--- src/rtl/text_line_renderer.sv ---
// text_line_renderer: text buffer feeding the glyph ROM, with a 2-stage RGB/sync pipeline for VGA
module text_line_renderer #(
  parameter int          NUM_CHARS  = 16,
  parameter int          SCALE_LOG2 = 2,
  parameter int          ORIGIN_X   = 64,
  parameter int          ORIGIN_Y   = 64,
  parameter logic [11:0] FG_COLOR   = 12'hFFF,
  parameter logic [11:0] BG_COLOR   = 12'h000,
  parameter int          ADDR_W     = $clog2(NUM_CHARS)
) (
  input  logic              clk,
  input  logic              rst,
  input  logic [10:0]       hc,
  input  logic [10:0]       vc,
  input  logic              video_in,
  input  logic              hsync_in,
  input  logic              vsync_in,
  input  logic              wr_valid,
  output logic              wr_ready,
  input  logic [ADDR_W-1:0] wr_addr,
  input  logic [7:0]        wr_char,
  input  logic              clr,
  output logic [7:0]        char_select,
  output logic [2:0]        char_x,
  output logic [2:0]        char_y,
  input  logic              char_pixel,
  output logic [11:0]       rgb_out,
  output logic              hsync_out,
  output logic              vsync_out,
  output logic              video_out
);
  localparam int CELL_W = 8 << SCALE_LOG2;
  localparam logic [10:0] X_LO = 11'(ORIGIN_X);
  localparam logic [10:0] X_HI = 11'(ORIGIN_X + NUM_CHARS * CELL_W);
  localparam logic [10:0] Y_LO = 11'(ORIGIN_Y);
  localparam logic [10:0] Y_HI = 11'(ORIGIN_Y + CELL_W);
  localparam logic [ADDR_W-1:0] LAST = ADDR_W'(NUM_CHARS - 1);

  typedef enum logic {CLEAR, IDLE} state_t;

  state_t state_q, state_d;
  logic [ADDR_W-1:0] ptr_q, ptr_d, col;
  logic wr_ready_q, wr_ready_d, in_range, in_box;
  logic [7:0] text_q [NUM_CHARS];
  logic [10:0] rx, ry;
  logic [2:0] cx, cy;
  logic [7:0] sel_q, sel_d;
  logic [2:0] x_q, x_d, y_q, y_d;
  logic lit_q, lit_d, vid1_q, hs1_q, vs1_q, vid2_q, hs2_q, vs2_q;
  logic [11:0] rgb_q, rgb_d;

  assign in_range = int'(wr_addr) < NUM_CHARS;
  assign rx = hc - X_LO;
  assign ry = vc - Y_LO;
  assign in_box = hc >= X_LO && hc < X_HI && vc >= Y_LO && vc < Y_HI;
  assign col = ADDR_W'(rx >> (3 + SCALE_LOG2));
  assign cx = 3'(rx >> SCALE_LOG2);
  assign cy = 3'(ry >> SCALE_LOG2);

  // buffer control: walk ptr through every entry while clearing, otherwise wait for clr
  always_comb begin
    state_d = state_q;
    ptr_d = ptr_q;
    if (state_q == CLEAR) begin
      state_d = ptr_q == LAST ? IDLE : CLEAR;
      ptr_d = ptr_q == LAST ? '0 : ptr_q + ADDR_W'(1);
    end else if (clr) begin
      state_d = CLEAR;
      ptr_d = '0;
    end
    wr_ready_d = state_d == IDLE;
  end

  // stage-1 ROM addressing and stage-2 colour; columns 5-7 of a cell never light
  always_comb begin
    sel_d = in_box ? text_q[col] : 8'd32;
    x_d = in_box ? cx : 3'd0;
    y_d = in_box ? cy : 3'd0;
    lit_d = in_box && cx < 3'd5;
    rgb_d = !vid1_q ? 12'h000 : (lit_q && char_pixel ? FG_COLOR : BG_COLOR);
  end

  // control state and both pipeline stages
  always_ff @(posedge clk) begin
    if (rst) begin
      state_q <= CLEAR;
      ptr_q <= '0;
      wr_ready_q <= 1'b0;
      sel_q <= '0;
      x_q <= '0;
      y_q <= '0;
      lit_q <= 1'b0;
      vid1_q <= 1'b0;
      hs1_q <= 1'b0;
      vs1_q <= 1'b0;
      rgb_q <= '0;
      vid2_q <= 1'b0;
      hs2_q <= 1'b0;
      vs2_q <= 1'b0;
    end else begin
      state_q <= state_d;
      ptr_q <= ptr_d;
      wr_ready_q <= wr_ready_d;
      sel_q <= sel_d;
      x_q <= x_d;
      y_q <= y_d;
      lit_q <= lit_d;
      vid1_q <= video_in;
      hs1_q <= hsync_in;
      vs1_q <= vsync_in;
      rgb_q <= rgb_d;
      vid2_q <= vid1_q;
      hs2_q <= hs1_q;
      vs2_q <= vs1_q;
    end
  end

  // text buffer: clear writes win; out-of-range user writes are accepted but dropped
  always_ff @(posedge clk) begin
    if (!rst && state_q == CLEAR) text_q[ptr_q] <= 8'd32;
    else if (!rst && wr_valid && wr_ready_q && in_range) text_q[wr_addr] <= wr_char;
  end

  assign wr_ready = wr_ready_q;
  assign char_select = sel_q;
  assign char_x = x_q;
  assign char_y = y_q;
  assign rgb_out = rgb_q;
  assign hsync_out = hs2_q;
  assign vsync_out = vs2_q;
  assign video_out = vid2_q;
endmodule

--- config.mk ---
export PLATFORM = sky130hd
export DESIGN_NAME = text_line_renderer
export DESIGN_NICKNAME = d
export VERILOG_FILES = /design/src/rtl/text_line_renderer.sv
export SDC_FILE = /design/constraint.sdc
export NUM_CORES = 1
export LEC_CHECK = 0
export CAP_MARGIN = 40
export CORE_UTILIZATION = 40
export DETAILED_ROUTE_END_ITERATION = 10
export GPL_TIMING_DRIVEN = 0
export SYNTH_ARGS = -nofsm -noshare
export SYNTH_HDL_FRONTEND = slang
export SYNTH_SLANG_ARGS = --single-unit
--- constraint.sdc ---
create_clock -name clk -period 5.6 [get_ports clk]
set_clock_uncertainty 0.05 [all_clocks]
set_input_delay 0.84 -clock clk [delete_from_list [all_inputs] [get_ports clk]]
set_output_delay 0.84 -clock clk [all_outputs]
set_load 0.005 [all_outputs]
==> results.txt <==
Crit path from: hc[6]
Pwr/cell area: 334 mW/mm^2
RR Endpoint: text_q[15][4]
Hold Crit Class: register to register
CTS Buffer Depth: 2
Post-CTS Setup Inserts: 0
Initial antenna violation count: 0
Worst Path Max Fanout: 10
Met2 Use GR: 26.2%
Static Leakage: 2.58 nW
Clk pin slew, worst setup/hold paths: 0.06 ns
Layout cells sized above 1: 21.6%
Synth Net Count: 377
Max-capacitance violation count: 0
Mapped Cells: 332
Met1 Use GR: 23.3%
Routability Congestion: 0.752
GR Util met3: 4.66%
Area growth syn-to-layout: 25.9%
Overall routed net length: 12.1 mm
Die Ht: 125 um
RSZ-0062 raised after global routing: no
Netlist cell types: 36
# fillers: 1170
Reg-to-Reg Start: wr_ready
Synth Flop Type: edfxtp_1
Avg WL per Cell: 19.4 um
Core area: 0.0147 mm^2
Peak VDD IR: 0.000224 V
Vias per inst: 5.07
Final setup fails: 0
Ant diodes: 0
Cells on worst reg2reg path: 4
GR peak layer: met2
Initial Util: 41.5%
DRC violations left: 0
Startpoint types: input pin
Vias in the first global route: 3251
Slew headroom: 40.0%
Register bit total from synthesis: 155
Largest net degree at the start of global routing: 17
HPWL Detailed: 8.43 mm
Fin. Hold Viols: 0
Die X: 125 um
Nets: 471
Synth warn: 0
Congestion Overflow GR: 0
IO Count: 72
Routed Antenna Nets: 0
Worst Setup End Kind: register
Crit path time final: 3.61 ns
First-pass GRT wire length: 19.3 mm
Final max-slew violation count: 0
Sequential area share after synthesis: 71.9%
PortBufs: 68
Syn Std Cell Area: 0.00609 mm^2
Clock latency on the worst-skew pair: 0.43 ns
Run status: complete, no violations
Worst Path Required: 5.84 ns
WS Path Type: input pin to register
Row count: 44
Starting DRT DRC Count: 177
Post-synth EDFFs: 128
Setup_tns: 0 ns
Ys async rst share: 0%
H-tree levels: 4
1st-pass router iterations: 4
Syn_area_per_cell: 18.4 um^2
Post-cts resize count: 0
Die area: 0.0157 mm^2
Vias: 3161
Tot GR Track Use: 17.1%
WP data arrival: 3.86 ns
Pwr Total: 2.56 mW
Hold-fix buffers at CTS: 0
CTS tree: done
Clock root cell: clkbuf_16
Period utilisation layout: 64.5%
CTS buffer count: 17
Reg-to-reg setup timing slack: 3.17 ns
Fmax: 0.277 GHz
Worst-margin pin slew: 0.897 ns
Critical path endpoint: char_select[5]
Clk sinks: 155
[cell usage in the layout (no fill, tap or decap), types with 3 or more instances in the layout]
cell type	count
a21oi_1	7
a31oi_1	5
and2_1	21
buf_4	17
buf_6	5
bufinv_16	4
clkbuf_1	6
clkbuf_16	17
clkdlybuf4s50_1	68
clkinv_1	5
clkinv_2	3
clkinv_4	3
dfxtp_1	27
edfxtp_1	128
ha_1	3
inv_1	5
mux4_2	39
nand2_1	6
nand2b_1	3
nand3_1	3
nand3b_1	4
nor2_1	26
nor2b_1	7
nor3_1	3
o21ai_0	3
[logic make-up after synthesis]
logic type      synth area share (%)
flops                           71.9
simple gates                    7.33
mux                             14.9
buf+inv                         2.85
compound gates                  2.05
fa+ha+maj                      0.616
xor+xnor                       0.267
[state kept, by name (all words and copies together), names as in the netlist]
name and count:
char_select 8, hsync_out 1, lit_q 1, char_y 3, vsync_out 1, rgb_out 1, wr_ready 1, vs1_q 1
ptr_q 4, vid1_q 1, text_q 128, video_out 1, hs1_q 1, char_x 3
[Yosys cell counts (2+ instances only)]
library cell | n | area [um^2]
dfxtp_1 | 27 | 541
a22oi_1 | 2 | 15.0
a21oi_1 | 7 | 35.0
nor3b_1 | 2 | 15.0
nor2_1 | 26 | 97.6
or4_1 | 2 | 15.0
inv_1 | 5 | 18.8
nand3b_1 | 4 | 30.0
nand3_1 | 3 | 15.0
mux4_2 | 39 | 878
o21ai_0 | 3 | 15.0
and2_1 | 21 | 131
buf_6 | 3 | 33.8
ha_1 | 3 | 37.5
buf_4 | 12 | 90.1
a31oi_1 | 5 | 31.3
clkbuf_1 | 6 | 22.5
mux2_2 | 2 | 22.5
nor3_1 | 3 | 15.0
nand2b_1 | 3 | 18.8
edfxtp_1 | 128 | 3840
nor2b_1 | 7 | 43.8
nand2_1 | 6 | 22.5
[through the flow]
step | utilization (%) | hold WS (ns) | worst slack (ns) | std cells | cell area (um^2)
after floorplan | - | 0.364 | 2.75 | 332 | 6090
after global placement | 47.7 | 0.369 | 1.51 | 584 | 7010
after detailed placement | 48.1 | 0.379 | 1.51 | 591 | 7070
after CTS | 52.2 | 0.388 | 1.96 | 623 | 7670
after global routing | 52.2 | 0.413 | 1.83 | 623 | 7670
final | 52.2 | 0.388 | 1.99 | 623 | 7670
[critical path: stages]
cell,delay [ns]
clkdlybuf4s50_1,0.55
buf_1,0.56
inv_1,0.18
ha_1,0.35
clkbuf_1,0.55
mux4_2,0.41
mux2_2,0.27
nand2_1,0.06
a31oi_1,0.08
[power breakdown]
part,internal (mW),switching (mW)
Sequential,1.25,0.00524
Clock,0.736,0.438
Combinational,0.0769,0.0589
[worst min path at each step]
stage,slack [ns],depth (start not counted),endpoint,start
finish,0.39,1,hsync_out,hs1_q
global route,0.41,1,hsync_out,hs1_q
floorplan,0.36,1,hsync_out,hs1_q
CTS,0.39,1,hsync_out,hs1_q
detailed placement,0.38,1,hsync_out,hs1_q
global placement,0.37,1,hsync_out,hs1_q
[final cells by class]
cell class | count | area [um^2] | area share, %
Sequential cell | 155 | 4380 | 57.2
Multi-Input combinational cell | 149 | 1540 | 20.0
Timing Repair Buffer | 75 | 741 | 9.66
Clock buffer | 17 | 425 | 5.55
Tap cell | 184 | 230 | 3.00
Clock inverter | 15 | 180 | 2.35
Buffer | 23 | 155 | 2.02
Inverter | 5 | 18.8 | 0.245
[per-layer routing]
layer  vias up  share of wire (%)  wire, um
li1       1477                  -         -
met1      1601                 44      5350
met2        76                 49      5920
met3         7                5.8       698
met4         0                1.1       135
met5         -                  0         0
(Power assumes the default switching activity.)
